<file path="src/rtl/adder_arbiter_if.sv">
// rtl/adder_arbiter_if.sv - request/response bundle for the shared adder arbiter
interface adder_arbiter_if #(
  parameter int WIDTH   = 32,
  parameter int NUM_REQ = 4,
  parameter int ID_W    = (NUM_REQ > 1) ? $clog2(NUM_REQ) : 1
);
  logic [NUM_REQ-1:0]       req_valid;
  logic [NUM_REQ-1:0]       req_ready;
  logic [NUM_REQ*WIDTH-1:0] req_operand_a;
  logic [NUM_REQ*WIDTH-1:0] req_operand_b;
  logic [NUM_REQ-1:0]       req_subtract;
  logic                     resp_valid;
  logic                     resp_ready;
  logic [WIDTH-1:0]         resp_result;
  logic                     resp_carry;
  logic [ID_W-1:0]          resp_id;

  modport master (
    output req_valid, req_operand_a, req_operand_b, req_subtract, resp_ready,
    input  req_ready, resp_valid, resp_result, resp_carry, resp_id
  );

  modport slave (
    input  req_valid, req_operand_a, req_operand_b, req_subtract, resp_ready,
    output req_ready, resp_valid, resp_result, resp_carry, resp_id
  );
endinterface

</file>
<file path="src/rtl/adder_arbiter.sv">
// rtl/adder_arbiter.sv - round-robin arbiter sharing one adder/subtractor among requesters
module adder_arbiter #(
  parameter int WIDTH   = 32,
  parameter int NUM_REQ = 4,
  parameter int ID_W    = (NUM_REQ > 1) ? $clog2(NUM_REQ) : 1
) (
  input logic           clock,
  input logic           reset,
  adder_arbiter_if.slave bus
);

  logic             resp_valid_q, resp_valid_d;
  logic [WIDTH-1:0] resp_result_q, resp_result_d;
  logic             resp_carry_q, resp_carry_d;
  logic [ID_W-1:0]  resp_id_q, resp_id_d;
  logic [ID_W-1:0]  last_grant_q, last_grant_d;

  logic             can_accept;
  logic             grant_found;
  logic             transfer;
  logic [ID_W-1:0]  grant_idx;
  logic [ID_W-1:0]  cand_id;
  int               cand;
  logic [NUM_REQ-1:0] ready;

  logic [WIDTH-1:0] op_a [NUM_REQ];
  logic [WIDTH-1:0] op_b [NUM_REQ];
  logic [WIDTH-1:0] sel_a;
  logic [WIDTH-1:0] sel_b;
  logic             sel_sub;
  logic [WIDTH:0]   sum;

  genvar g;
  generate
    for (g = 0; g < NUM_REQ; g++) begin : g_unpack
      assign op_a[g] = bus.req_operand_a[g*WIDTH +: WIDTH];
      assign op_b[g] = bus.req_operand_b[g*WIDTH +: WIDTH];
    end
  endgenerate

  // The response slot is free if empty or being drained on this same edge.
  assign can_accept = !resp_valid_q || bus.resp_ready;

  always_comb begin
    grant_found = 1'b0;
    grant_idx   = '0;
    cand        = 0;
    cand_id     = '0;
    for (int k = 1; k <= NUM_REQ; k++) begin
      cand    = (int'(last_grant_q) + k) % NUM_REQ;
      cand_id = ID_W'(cand);
      if (!grant_found && bus.req_valid[cand_id]) begin
        grant_found = 1'b1;
        grant_idx   = cand_id;
      end
    end
  end

  assign transfer = grant_found && can_accept && !reset;

  always_comb begin
    ready = '0;
    if (transfer) begin
      ready[grant_idx] = 1'b1;
    end
  end

  assign sel_a   = op_a[grant_idx];
  assign sel_b   = op_b[grant_idx];
  assign sel_sub = bus.req_subtract[grant_idx];
  assign sum     = {1'b0, sel_a} + {1'b0, (sel_sub ? ~sel_b : sel_b)} + {{WIDTH{1'b0}}, sel_sub};

  always_comb begin
    resp_valid_d  = resp_valid_q;
    resp_result_d = resp_result_q;
    resp_carry_d  = resp_carry_q;
    resp_id_d     = resp_id_q;
    last_grant_d  = last_grant_q;
    if (transfer) begin
      resp_valid_d  = 1'b1;
      resp_result_d = sum[WIDTH-1:0];
      resp_carry_d  = sum[WIDTH];
      resp_id_d     = grant_idx;
      last_grant_d  = grant_idx;
    end else if (bus.resp_ready) begin
      resp_valid_d  = 1'b0;
    end
  end

  // last_grant resets to the top index so requester 0 wins first.
  always_ff @(posedge clock or posedge reset) begin
    if (reset) begin
      resp_valid_q  <= 1'b0;
      resp_result_q <= '0;
      resp_carry_q  <= 1'b0;
      resp_id_q     <= '0;
      last_grant_q  <= ID_W'(NUM_REQ - 1);
    end else begin
      resp_valid_q  <= resp_valid_d;
      resp_result_q <= resp_result_d;
      resp_carry_q  <= resp_carry_d;
      resp_id_q     <= resp_id_d;
      last_grant_q  <= last_grant_d;
    end
  end

  assign bus.req_ready   = ready;
  assign bus.resp_valid  = resp_valid_q;
  assign bus.resp_result = resp_result_q;
  assign bus.resp_carry  = resp_carry_q;
  assign bus.resp_id     = resp_id_q;

endmodule

</file>
<file path="src/flat_wrapper.sv">
// flat-port wrapper written by rule: the top's interface ports become plain ports
module adder_arbiter_flat 
#(
  parameter int WIDTH   = 32,
  parameter int NUM_REQ = 4,
  parameter int ID_W    = (NUM_REQ > 1) ? $clog2(NUM_REQ) : 1
)
  (clock, reset, bus_req_valid, bus_req_operand_a, bus_req_operand_b, bus_req_subtract, bus_resp_ready, bus_req_ready, bus_resp_valid, bus_resp_result, bus_resp_carry, bus_resp_id);
  adder_arbiter_if #(.WIDTH(WIDTH), .NUM_REQ(NUM_REQ), .ID_W(ID_W)) bus_i ();
  input logic clock;
  input logic reset;
  input wire logic [$bits(bus_i.req_valid)-1:0] bus_req_valid;
  input wire logic [$bits(bus_i.req_operand_a)-1:0] bus_req_operand_a;
  input wire logic [$bits(bus_i.req_operand_b)-1:0] bus_req_operand_b;
  input wire logic [$bits(bus_i.req_subtract)-1:0] bus_req_subtract;
  input wire logic [$bits(bus_i.resp_ready)-1:0] bus_resp_ready;
  output wire logic [$bits(bus_i.req_ready)-1:0] bus_req_ready;
  output wire logic [$bits(bus_i.resp_valid)-1:0] bus_resp_valid;
  output wire logic [$bits(bus_i.resp_result)-1:0] bus_resp_result;
  output wire logic [$bits(bus_i.resp_carry)-1:0] bus_resp_carry;
  output wire logic [$bits(bus_i.resp_id)-1:0] bus_resp_id;
  assign bus_i.req_valid = bus_req_valid;
  assign bus_i.req_operand_a = bus_req_operand_a;
  assign bus_i.req_operand_b = bus_req_operand_b;
  assign bus_i.req_subtract = bus_req_subtract;
  assign bus_i.resp_ready = bus_resp_ready;
  assign bus_req_ready = bus_i.req_ready;
  assign bus_resp_valid = bus_i.resp_valid;
  assign bus_resp_result = bus_i.resp_result;
  assign bus_resp_carry = bus_i.resp_carry;
  assign bus_resp_id = bus_i.resp_id;
  adder_arbiter #(.WIDTH(WIDTH), .NUM_REQ(NUM_REQ), .ID_W(ID_W)) u_core (.clock(clock), .reset(reset), .bus(bus_i));
endmodule
</file>
<file path="config.mk">
export PLATFORM = sky130hd
export DESIGN_NAME = adder_arbiter_flat
export DESIGN_NICKNAME = d
export VERILOG_FILES = /design/src/rtl/adder_arbiter_if.sv /design/src/rtl/adder_arbiter.sv /design/src/flat_wrapper.sv
export SDC_FILE = /design/constraint.sdc
export NUM_CORES = 1
export LEC_CHECK = 0
export BUFFER_PORTS_ARGS = -buffer_cell sky130_fd_sc_hd__buf_2
export CAP_MARGIN = 5
export CORE_AREA = 2 2 118 120
export CTS_CLUSTER_SIZE = 10
export DETAILED_ROUTE_END_ITERATION = 16
export DIE_AREA = 0 0 120 122
export PLACE_DENSITY_LB_ADDON = 0.1
export SETUP_SLACK_MARGIN = 0.4
export SLEW_MARGIN = 20
export SYNTH_ARGS = -nofsm -noshare
export SYNTH_HDL_FRONTEND = slang
export SYNTH_SLANG_ARGS = --single-unit
export TNS_END_PERCENT = 100
</file>
<file path="constraint.sdc">
create_clock -name clock -period 7.6 [get_ports clock]
set_input_delay 0.38 -clock clock [delete_from_list [all_inputs] [get_ports clock]]
set_output_delay 0.38 -clock clock [all_outputs]
set_load 0.02 [all_outputs]
</file>
; Word-level counts from Yosys, hierarchy flattened
; Cells that the tools add are included.
[totals]
reg_bits = 38
inputBits = 267
out_inout_bits = 40
elab_cells = 63
[classes]
add_sub_neg = 6
order_cmp = 7
mux = 30
bitwise = 2
n_reduce_logical = 13
[op_table]
columns = cell, count
row1 = $mux 32, 5
row2 = $bmux 32 s2, 2
row3 = $add 32x32->33, 1
row4 = $add 33x1->33, 1
row5 = $not 32->32, 1
row6 = $lt 2x3->1 const B, 5
row7 = $mux 1, 12
row8 = $bmux 1 s2, 5
row9 = $mux 2, 4
row10 = $logic_and 1x1->1, 6
row11 = $logic_not 1->1, 5
row12 = $add 2x1->2 const B, 2
row13 = $add 2x2->2 const B, 2
row14 = $mux 4, 1
row15 = $ge 3x3->1 const B, 1
row16 = $not 2->3, 1
row17 = $demux 1 s2, 1
row18 = $ge 2x1->1 const B, 1
row19 = $reduce_bool 2->1, 1
row20 = $logic_or 1x1->1, 1

; Logic depth before layout (Yosys ltp)
; Gate-level depths: netlist of run 1.
[depth]
word_depth = 21
depth_mapped = 23
mapped_depth_nobuf = 19

; Least setup slack after synthesis of run 1
; OpenSTA, ideal clock, no wires.
[synth_path]
path_type = reg2reg
startpoint = register u_core.last_grant_q[0]
endpoint = register u_core.resp_result_q[30] (netlist: u_core.bus.resp_result[30])
setup_time_ns = 0.134
arrival_ns = 4.563
setup_slack_ns = 2.903
stages_incl_launch_ff = 20
n_path_buf = 3
cell_sequence = dfstp_2 > nand2b_1 > nor2_1 > a211oi_2 > clkbuf_1 > buf_1 > clkbuf_1 > a31oi_1 > fa_1 > a21o_1 > a21o_1 > a2111oi_0 > o31ai_1 > a21oi_1 > a21oi_1 > a311oi_1 > o21ai_1 > a21oi_1 > xor2_1 > o21ai_0
[synth_via]
elab_chain_len = 21
[synth_lines]
columns = element, line
row1 = from (decl), adder_arbiter.sv:16  ; logic [ID_W-1:0] last_grant_q, last_grant_d;
row2 = from (signal assigned), adder_arbiter.sv:97  ; last_grant_q <= ID_W'(NUM_REQ - 1);
row3 = from (signal assigned), adder_arbiter.sv:103  ; last_grant_q <= last_grant_d;
row4 = $add 2x1->2, adder_arbiter.sv:50  ; cand = (int'(last_grant_q) + k) % NUM_REQ;
row5 = $bmux 1 s2, adder_arbiter.sv:52  ; if (!grant_found && bus.req_valid[cand_id]) begin
row6 = $mux 1 (not written as such), adder_arbiter.sv:52
row7 = $mux 1, adder_arbiter.sv:52
row8 = $logic_not 1->1, adder_arbiter.sv:52
row9 = $logic_and 1x1->1, adder_arbiter.sv:52
row10 = $mux 1, adder_arbiter.sv:52
row11 = $logic_not 1->1, adder_arbiter.sv:52
row12 = (+4 left out), -
row13 = $mux 2, adder_arbiter.sv:52
row14 = $not 2->3 (not written as such), "adder_arbiter.sv:68, adder_arbiter.sv:69"
row15 = $bmux 32 s2, adder_arbiter.sv:69  ; assign sel_b = op_b[grant_idx];
row16 = $mux 32 (not written as such) (2 in series), adder_arbiter.sv:69
row17 = $not 32->32, adder_arbiter.sv:71  ; assign sum = {1'b0, sel_a} + {1'b0, (sel_sub ? ~sel_b : sel_b)} + {{WIDTH{1'b0}}, sel_sub};
row18 = $mux 32, adder_arbiter.sv:71
row19 = $add 32x32->33, adder_arbiter.sv:71
row20 = $add 33x1->33, adder_arbiter.sv:71
row21 = to (signal assigned), adder_arbiter.sv:100  ; resp_result_q <= resp_result_d;
row22 = to (decl), adder_arbiter.sv:13  ; logic [WIDTH-1:0] resp_result_q, resp_result_d;
; Several ways; a longest one is shown, not always the timed one. The select of a mux whose other input is x is not followed.
; A chain may end at the register's enable or synchronous reset.

; Worst setup path after layout of run 1
; Same ends and word-level chain as after synthesis.

==> flow_metrics.tcl, run 1 <==
set metrics [dict create \
    grt_pass1_vias 6289 \
    die_area_sq_mm 0.01464 \
    drc 0 \
    power.leakage_nw 3.844 \
    period_share 0.7514 \
    clkTransAtPathRegs_ps 60 \
    mostFrequentLayoutCell "buf_2" \
    crit_family "compound AO/OA/AOI/OAI gates" \
    post_cts_buffers 0 \
    cts_tree "done" \
    max_freq_ghz 0.1751 \
    critPathRequiredTime_ps 7740 \
    ys_seq_elements 38 \
    critPathArrivalTime_ps 5850 \
    cp_slowest_cell "and3_4" \
    total_power_w 0.003933 \
    grt-ovfl-total 0 \
    ys_warn_count 0 \
    setup_violations 0 \
    outcome "complete, no violations" \
    port_buffers 306 \
    nNetsFinal 1393 \
    place_hpwl_mm 17.29 \
    hp-class "input port to asynchronous set/reset pin" \
    crit_top_cell "a21oi_1" \
    grt_first_pass_wirelength_mm 32.65 \
    io_pins 307 \
    powerDensity_mw_per_mm2 554.0 \
    worst_pin_slew_ps 992.2 \
    ir_drop_mv 0.1661 \
    slew_viol_final 0 \
    wirelength_mm 21.27 \
    die_h_microns 122 \
    synth_nets 1134 \
    antenna_found_initial 1 \
    syn_area_sq_mm 0.005366 \
    endpoint_kind "flop" \
    area_growth_pct 32.27 \
    rsz0062_at_grt "false" \
    grt_start_max_net_pins 81 \
    track_usage 0.2807 \
    tns_ps 0 \
    cts_buffers 5 \
    syn_area_per_cell_sq_um 6.427 \
    fp-row-count 43 \
    ant_nets 0 \
    cts_sinks 38 \
    maxCapViolations 0 \
    whs_ps 224.3 \
    cts_resized 0 \
    worstSetupPathType "flop to flop" \
    slew_headroom 0.3386 \
    vias 6781 \
    finalNonFillerCells 1275 \
    h-tree-depth 2 \
    start_util 0.3974 \
    yosysSeqAreaShare 0.1777 \
    cts_root_buf "clkbuf_16" \
    clk_latency_ps 280 \
    first_pass_iters 5 \
    ctsHoldBuffers 0 \
    synthCells 835 \
    synth_cell_types 55 \
    crit_fanout 80 \
    post-route-util 0.5256 \
    layout_common_cells "buf_2, nand2_1, and3_1" \
    die_x_microns 120 \
    place_inst 1267 \
    finClkSkew_ps 4.406 \
    wl_per_cell_microns 16.69 \
    cp-start-kind "flop" \
    cts.path.max_buffers 2 \
    drt_iter0_drc 446 \
    async_reset_ff_frac 1.000 \
    period_needed_ps 5711 \
    crit_chain "nor2b_1 > o21ai_1 > and3_4 > a21oi_1 > a22oi_2 > buf_4 > xor2_1 > fa_1 > a21o_1 > a21o_1 > a2111oi_0 > o31ai_1 > a21oi_1 > a21oi_1 > a311oi_1 > o21ai_1 > a21oi_1 > xor2_1 > o21ai_0" \
    drive_gt1_frac 0.3053 \
    synth_edf_count 0 \
    critPathMaxStageDelay_ps 760 \
    hold_violations 0 \
    gp_congestion 0.9033 \
    core_sq_mm 0.01350 \
    path_buf_inv 1 \
    via_per_inst 5.318 \
    synth_flop_cell "dfrtp_1" \
]
==> synthesized netlist by cell type, drive strengths merged, types with 7 or more instances <==
master | count | area [sq um]
nand2 | 301 | 1130
and3 | 67 | 419.2
a31oi | 65 | 412.9
o21ai | 49 | 245.2
clkbuf | 46 | 172.7
a21oi | 42 | 210.2
xor2 | 42 | 367.9
dfrtp | 36 | 900.9
ha | 31 | 387.9
a21o | 19 | 142.6
xnor2 | 19 | 166.4
nor2 | 15 | 56.30
buf | 14 | 63.81
inv | 12 | 45.04
o21a | 8 | 60.06
nand2b | 7 | 43.79
==> sequential cells by signal, summed over array words and instances, names as in the netlist <==
name and cells:
u_core.last_grant_q 2, u_core.bus.resp_carry 1, u_core.bus.resp_result 32, u_core.bus.resp_id 2, u_core.bus.resp_valid 1
==> logic make-up (layout without fill, tap and decap cells) <==
logic type | after synthesis | in the layout | share of synthesized area
and+or+nand+nor | 417 | 417 | 0.3383
AOI/OAI and AO/OA | 210 | 210 | 0.2450
buffers and inverters | 72 | 331 | 0.05246
xor gates and xnor gates | 61 | 61 | 0.09956
DFF | 38 | 38 | 0.1777
adders and majority gates | 32 | 32 | 0.07601
muxes | 5 | 5 | 0.01096
other | 0 | 1 | 0
==> worst paths after layout <==
| path | depth (start not counted) | end | start | slack, ps |
|---|---|---|---|---|
| worst max-delay path | 19 | u_core.bus.resp_result[30] | u_core.last_grant_q[0] | 1890 |
| worst min-delay path | 3 | u_core.bus.resp_result[5] | reset | 220 |
| worst max register to register | 19 | u_core.bus.resp_result[30] | u_core.last_grant_q[0] | 1890 |
| worst min register to register | 2 | u_core.bus.resp_result[4] | u_core.bus.resp_result[4] | 470 |
| max in group asynchronous | 3 | u_core.last_grant_q[1] | reset | 7030 |
| min in group clock | 3 | u_core.bus.resp_valid | bus_resp_ready | 390 |
==> per-layer routing <==
layer,up-vias,routed length (microns),GRT usage
met3,13,1450,0.02903
met4,0,225,0.05662
met2,273,9782,0.4453
met5,-,0,0
li1,3413,-,-
met1,3082,9815,0.4126
==> worst reg2reg max path, cell delays in order, from the launching register on <==
cell and delay, ps:
dfstp_2 540, nor2b_1 50, o21ai_1 270, and3_4 760, a21oi_1 180, a22oi_2 210, buf_4 430, xor2_1 200
fa_1 450, a21o_1 210, a21o_1 210, a2111oi_0 550, o31ai_1 200, a21oi_1 180, a21oi_1 100, a311oi_1 480
o21ai_1 110, a21oi_1 190, xor2_1 160, o21ai_0 80
==> per-stage QoR <==
| step | area, sq um | worst slack, ps |
|---|---|---|
| CTS | 7096 | 1858 |
| floorplan | 5366 | 2903 |
| global placement | 6960 | 1911 |
| finish | 7098 | 1889 |
| global route | 7098 | 1388 |
| detailed placement | 6960 | 1810 |
==> cell type report <==
cell class	count	area (sq um)
fillers	1461	6406
multi-input cells	725	4160
repair buffers	312	1577
flip-flops and latches	38	953.4
well taps	180	225.2
clock buffers	5	125.1
inverters	12	45.04
clock inverters	2	10.01
diodes	1	2.502
==> power breakdown <==
group	switching (W)	internal (W)	leakage, nW
clock	0.0000813	0.000118	0.0694
sequential	0.0000507	0.000309	0.462
combinational	0.00204	0.00133	3.31
total	0.00218	0.00176	3.84
No activity file was read; power rests on OpenSTA's default activity.
==> run 2, diff against run 1 <==
--- a/config.mk
+++ b/config.mk
@@ -5,12 +5,13 @@
 export SDC_FILE = /design/constraint.sdc
 export NUM_CORES = 1
 export LEC_CHECK = 0
+export ABC_AREA = 1
 export BUFFER_PORTS_ARGS = -buffer_cell sky130_fd_sc_hd__buf_2
 export CAP_MARGIN = 5
-export CORE_AREA = 2 2 118 120
+export CORE_AREA = 2 2 121 123
 export CTS_CLUSTER_SIZE = 10
 export DETAILED_ROUTE_END_ITERATION = 16
-export DIE_AREA = 0 0 120 122
+export DIE_AREA = 0 0 123 125
 export PLACE_DENSITY_LB_ADDON = 0.1
 export SETUP_SLACK_MARGIN = 0.4
 export SLEW_MARGIN = 20
==> constraint.sdc (replaced) <==
create_clock -name clock -period 5.6 [get_ports clock]
set_input_delay 0.28 -clock clock [delete_from_list [all_inputs] [get_ports clock]]
set_output_delay 0.28 -clock clock [all_outputs]
set_load 0.02 [all_outputs]
==> run 2 against run 1 <==
Net effect:
- design area is 0.79% higher
- critical endpoint is now u_core.bus.resp_result[16]
- clock skew hardly changed
- synthesized area is 1.5% lower
- core utilization is 2.2 points lower
- synthesized cell count is 0.12% higher
==> flow_metrics.tcl, run 2 <==
set metrics [dict create \
    outcome "complete, no violations" \
    synth_top_area_cell "dfrtp_1" \
    track_usage 0.2895 \
    rsz0062_at_grt "true" \
    yosys-top-cells-area "dfrtp_1, nand2_1, ha_1" \
    via_per_inst 5.256 \
    cts.path.max_buffers 2 \
    core_sq_mm 0.01420 \
    hold_violations 0 \
    vias 6875 \
    grt_start_max_net_pins 58 \
    port_buffers 306 \
    syn_area_per_cell_sq_um 6.325 \
    whs_ps 107.1 \
    synthCells 836 \
    area_growth_pct 35.31 \
    critPathArrivalTime_ps 4910 \
    ys_warn_count 0 \
    syn_area_sq_mm 0.005288 \
    wl_per_cell_microns 17.38 \
    setup_violations 0 \
    synth_edf_count 0 \
    grt_pass1_vias 6674 \
    drive_gt1_frac 0.3357 \
    cts_buffers 5 \
    first_pass_iters 7 \
    max_freq_ghz 0.2096 \
    crit_fanout 46 \
    async_reset_ff_frac 1.000 \
    io_pins 307 \
    wirelength_mm 22.74 \
    clk_latency_ps 290 \
    antenna_found_initial 2 \
    largest_reg_flops 32 \
    ys_seq_elements 38 \
    synth_flop_cell "dfrtp_1" \
    critPathRequiredTime_ps 5740 \
    period_share 0.8521 \
    grt_first_pass_wirelength_mm 35.09 \
    fp-row-count 44 \
    drc 0 \
    synth_cell_types 45 \
    h-tree-depth 2 \
    clkTransAtPathRegs_ps 50 \
    gp_congestion 0.9595 \
    die_area_sq_mm 0.01538 \
    maxCapViolations 0 \
    ctsHoldBuffers 0 \
    period_needed_ps 4772 \
    cp-start-kind "flop" \
    slew_headroom 0.5009 \
    mostFrequentLayoutCell "buf_2" \
    die_x_microns 123 \
    nNetsFinal 1421 \
    worst_pin_slew_ps 747.8 \
    drt_iter0_drc 471 \
    yosysSeqAreaShare 0.1803 \
    hp-class "input port to asynchronous set/reset pin" \
    synth.most_common_cell "nand2_1" \
    die_h_microns 125 \
    synth_top_cell_area_share 0.1704 \
    ant_nets 0 \
    synth_nets 1135 \
    finClkSkew_ps 4.351 \
    cts_root_buf "clkbuf_16" \
    cts_tree "done" \
    cts_sinks 38 \
    worstSetupPathType "flop to flop" \
    endpoint_kind "flop" \
    slew_viol_final 0 \
    place_hpwl_mm 19.10 \
    start_util 0.3723 \
    tns_ps 0 \
    grt-ovfl-total 0 \
    layout_common_cells "buf_2, nand2_1, nor2_1" \
    synthTopCellsByCount "nand2_1, nor2_1, nand3_1" \
]
==> run 2: cell types whose count changed after synthesis, moves of 30 or more <==
| cell | change |
|---|---|
| nand2_1 | -76 |
| nand3_1 | +68 |
| and3_1 | -65 |
| a31oi_1 | -61 |
| nor2_1 | +60 |
| o22ai_1 | +60 |
| inv_1 | +36 |
| a221oi_1 | +30 |
==> run 2: critical path: stages, from the launching register on <==
cell	delay, ps
dfstp_2	630
inv_4	110
nand2_1	80
nand2_1	130
nand2_4	110
nand2_4	60
inv_2	70
nand2_4	60
nor2_4	100
nand2_4	110
nand2_8	250
inv_2	80
nor2_4	220
buf_6	310
a221oi_1	160
xor2_1	190
ha_1	370
a21o_1	180
a31oi_1	250
o21ai_0	240
a21oi_1	310
o21ai_0	160
xnor2_1	290
o21ai_0	120
==> run 2: cell families after synthesis <==
| family | share of synthesized area |
|---|---|
| AOI/OAI and AO/OA | 0.2347 |
| xor gates and xnor gates | 0.08282 |
| DFF | 0.1803 |
| buffers and inverters | 0.07288 |
| adders and majority gates | 0.07714 |
| and+or+nand+nor | 0.3521 |
==> run 2: metrics by stage <==
stage / area, sq um / std cells / setup slack [ps] / util
global placement: 6965 / 1296 / 810.4 / 0.4904
global route: 7154 / 1308 / 347.7 / 0.5037
detailed placement: 6965 / 1296 / 722.1 / 0.4904
floorplan: 5288 / 836 / 1510 / -
CTS: 7104 / 1304 / 706.5 / 0.5002
finish: 7154 / 1308 / 828.0 / 0.5037
==> run 2: worst paths after layout <==
path | start | end | slack (ps) | cells after the start
worst max-delay path | u_core.last_grant_q[0] | u_core.bus.resp_result[16] | 830 | 23
worst min-delay path | reset | u_core.bus.resp_result[31] | 110 | 3
worst max register to register | u_core.last_grant_q[0] | u_core.bus.resp_result[16] | 830 | 23
worst min register to register | u_core.bus.resp_id[1] | u_core.bus.resp_id[1] | 470 | 2
max in group asynchronous | reset | u_core.last_grant_q[0] | 5130 | 3
min in group clock | bus_resp_ready | u_core.bus.resp_valid | 320 | 4
==> run 2: routing by layer <==
layer,routed length [microns],vias up,share of wire,GRT usage
met5,13,-,0.00057,0
met4,469,2,0.021,0.06885
met3,1888,31,0.083,0.05474
met2,10180,272,0.45,0.4501
met1,10190,3097,0.45,0.4127
li1,-,3473,-,-
==> run 2: area by class of cell <==
| type | instances | area [sq um] |
|---|---|---|
| Tap cell | 184 | 230.2 |
| Clock buffer | 6 | 128.9 |
| Sequential cell | 38 | 953.4 |
| Fill cell | 1545 | 7049 |
| Multi-Input combinational cell | 704 | 3984 |
| Clock inverter | 2 | 10.01 |
| Inverter | 53 | 205.2 |
| Timing Repair inverter | 1 | 7.507 |
| Timing Repair Buffer | 319 | 1633 |
| Antenna cell | 1 | 2.502 |
==> run 2: repair_timing <==
| action | 4_1_cts | 5_1_grt |
|---|---|---|
| setup endpoints to repair | 0 | 10 |
| gates resized for setup | 0 | 8 |
| buffers inserted | 0 | 2 |
Power of run 2 is not shown: default switching activity piles up to over one toggle a cycle in this logic, so the estimate is an artifact.
==> run 3, diff against run 2 <==
==> constraint.sdc (replaced) <==
create_clock -name clock -period 5.6 [get_ports clock]
set_input_delay 0 -clock clock [delete_from_list [all_inputs] [get_ports clock]]
set_output_delay 0 -clock clock [all_outputs]
set_load 0.02 [all_outputs]
==> run 3 against run 2 <==
Net effect:
- via count up 1.9%
- worst hold slack worse by 61 ps
- global-route usage down 0.34 points
- design area up 0.89%
- highest routed layer is now met4
- fmax up 0.37%
- non-clock buffer count up 1
- first-iteration DRC count up 16%
- cell count up 0.31%
- register-to-register slack better by 20 ps
- die area unchanged
==> flow_metrics.tcl, run 3 (synthesized netlist as in run 2, its figures left out) <==
set metrics [dict create \
    clk_latency_ps 280 \
    path_buf_inv 4 \
    cts_sinks 38 \
    vias 7003 \
    place_hpwl_mm 19.11 \
    critPathMaxStageDelay_ps 630 \
    first_pass_iters 5 \
    drc 0 \
    largest_reg_flops 32 \
    place_area_sq_mm 0.006958 \
    critPathArrivalTime_ps 4880 \
    setup_violations 0 \
    holdPathStages 4 \
    via_per_inst 5.338 \
    endpoint_kind "flop" \
    max_freq_ghz 0.2103 \
    outcome "complete, no violations" \
    hp-class "input port to flop" \
    core_sq_mm 0.01420 \
    period_share 0.8490 \
    antenna_found_initial 3 \
    finClkSkew_ps 4.128 \
    fp-row-count 44 \
    slew_viol_final 0 \
    track_usage 0.2861 \
    die_h_microns 125 \
    wl_per_cell_microns 17.56 \
    area_growth_pct 36.51 \
    cts_tree "done" \
    clkTransAtPathRegs_ps 60 \
    grt_pass1_vias 6547 \
    h-tree-depth 2 \
    die_x_microns 123 \
    nNetsFinal 1423 \
    drive_gt1_frac 0.3396 \
    drt_iter0_drc 548 \
    post-route-util 0.5082 \
    crit_family "simple AND/OR/NAND/NOR gates" \
    grt-ovfl-total 0 \
    maxCapViolations 0 \
    io_pins 307 \
    design_area_sq_mm 0.007218 \
    crit_fanout 23 \
    cp_num_cells 26 \
    cp-start-kind "flop" \
    port_buffers 306 \
    hold_violations 0 \
    worstSetupPathType "flop to flop" \
    grt_start_max_net_pins 58 \
    finalNonFillerCells 1312 \
    gp_congestion 0.9617 \
    start_util 0.3723 \
    layout_common_cells "buf_2, nand2_1, nor2_1" \
    wirelength_mm 23.04 \
    crit_top_cell "nand2_1" \
    period_needed_ps 4755 \
    cts_root_buf "clkbuf_16" \
    cts.path.max_buffers 2 \
    tns_ps 0 \
    critPathRequiredTime_ps 5720 \
    die_area_sq_mm 0.01538 \
    ff2ff_path_depth 26 \
    slew_headroom 0.2872 \
    mostFrequentLayoutCell "buf_2" \
    cts_buffers 5 \
    rsz0062_at_grt "false" \
    cp_slowest_cell "dfstp_2" \
    grt_first_pass_wirelength_mm 34.71 \
    ant_nets 0 \
    place_inst 1295 \
    worst_pin_slew_ps 1068 \
]
==> run 3: changes by cell type in the layout (fill, tap and decap cells not counted), sizes merged <==
| cell | before | now |
|---|---|---|
| clkinv | 3 | 2 |
| clkinvlp | 2 | 4 |
| diode | 1 | 3 |
| dlygate4sd3 | 0 | 1 |
| inv | 51 | 50 |
| nand2 | 249 | 250 |
==> run 3: cell type report <==
cell class / count / area, sq um
flip-flops and latches: 38 / 953.4
multi-input cells: 705 / 4013
well taps: 184 / 230.2
repair inverters: 1 / 7.507
inverters: 53 / 209.0
repair buffers: 320 / 1647
fillers: 1525 / 6985
clock inverters: 2 / 12.51
diodes: 3 / 7.507
clock buffers: 6 / 138.9
==> run 3: metrics by stage <==
stage,hold WS [ps],worst slack (ps)
floorplan,165.1,1510
global placement,143.2,842.1
detailed placement,140.2,733.0
CTS,51.76,717.3
global route,85.71,437.7
finish,45.76,845.4
==> run 3: metal layers <==
| layer | global-route usage | up-vias | wire length (microns) |
|---|---|---|---|
| li1 | - | 3484 | - |
| met1 | 0.4099 | 3165 | 10160 |
| met2 | 0.4462 | 327 | 10440 |
| met3 | 0.05201 | 27 | 2018 |
| met4 | 0.06283 | 0 | 421 |
| met5 | 0 | - | 0 |
==> run 3: worst min-delay path, delay by kind of cell <==
family        cells  cell delay, ps
buf+inv           2             190
simple gates      2             100
==> run 3: worst paths after layout <==
check	start	end	slack [ps]
max reg2reg	u_core.last_grant_q[0]	u_core.bus.resp_result[28]	850
max in group asynchronous	reset	u_core.last_grant_q[1]	4850
min in group asynchronous	reset	u_core.bus.resp_result[29]	370
min reg2reg	u_core.bus.resp_result[27]	u_core.bus.resp_result[27]	470
max	u_core.last_grant_q[0]	u_core.bus.resp_result[28]	850
min	bus_resp_ready	u_core.bus.resp_valid	50
==> run 3: timing repair <==
action | CTS | global route
setup endpoints to repair | 0 | 9
gates resized for setup | 0 | 12
setup buffers | 0 | 3
hold buffers | 1 | 0
hold endpoints to repair | 36 | 0
Power of run 3 is left out for the same reason.
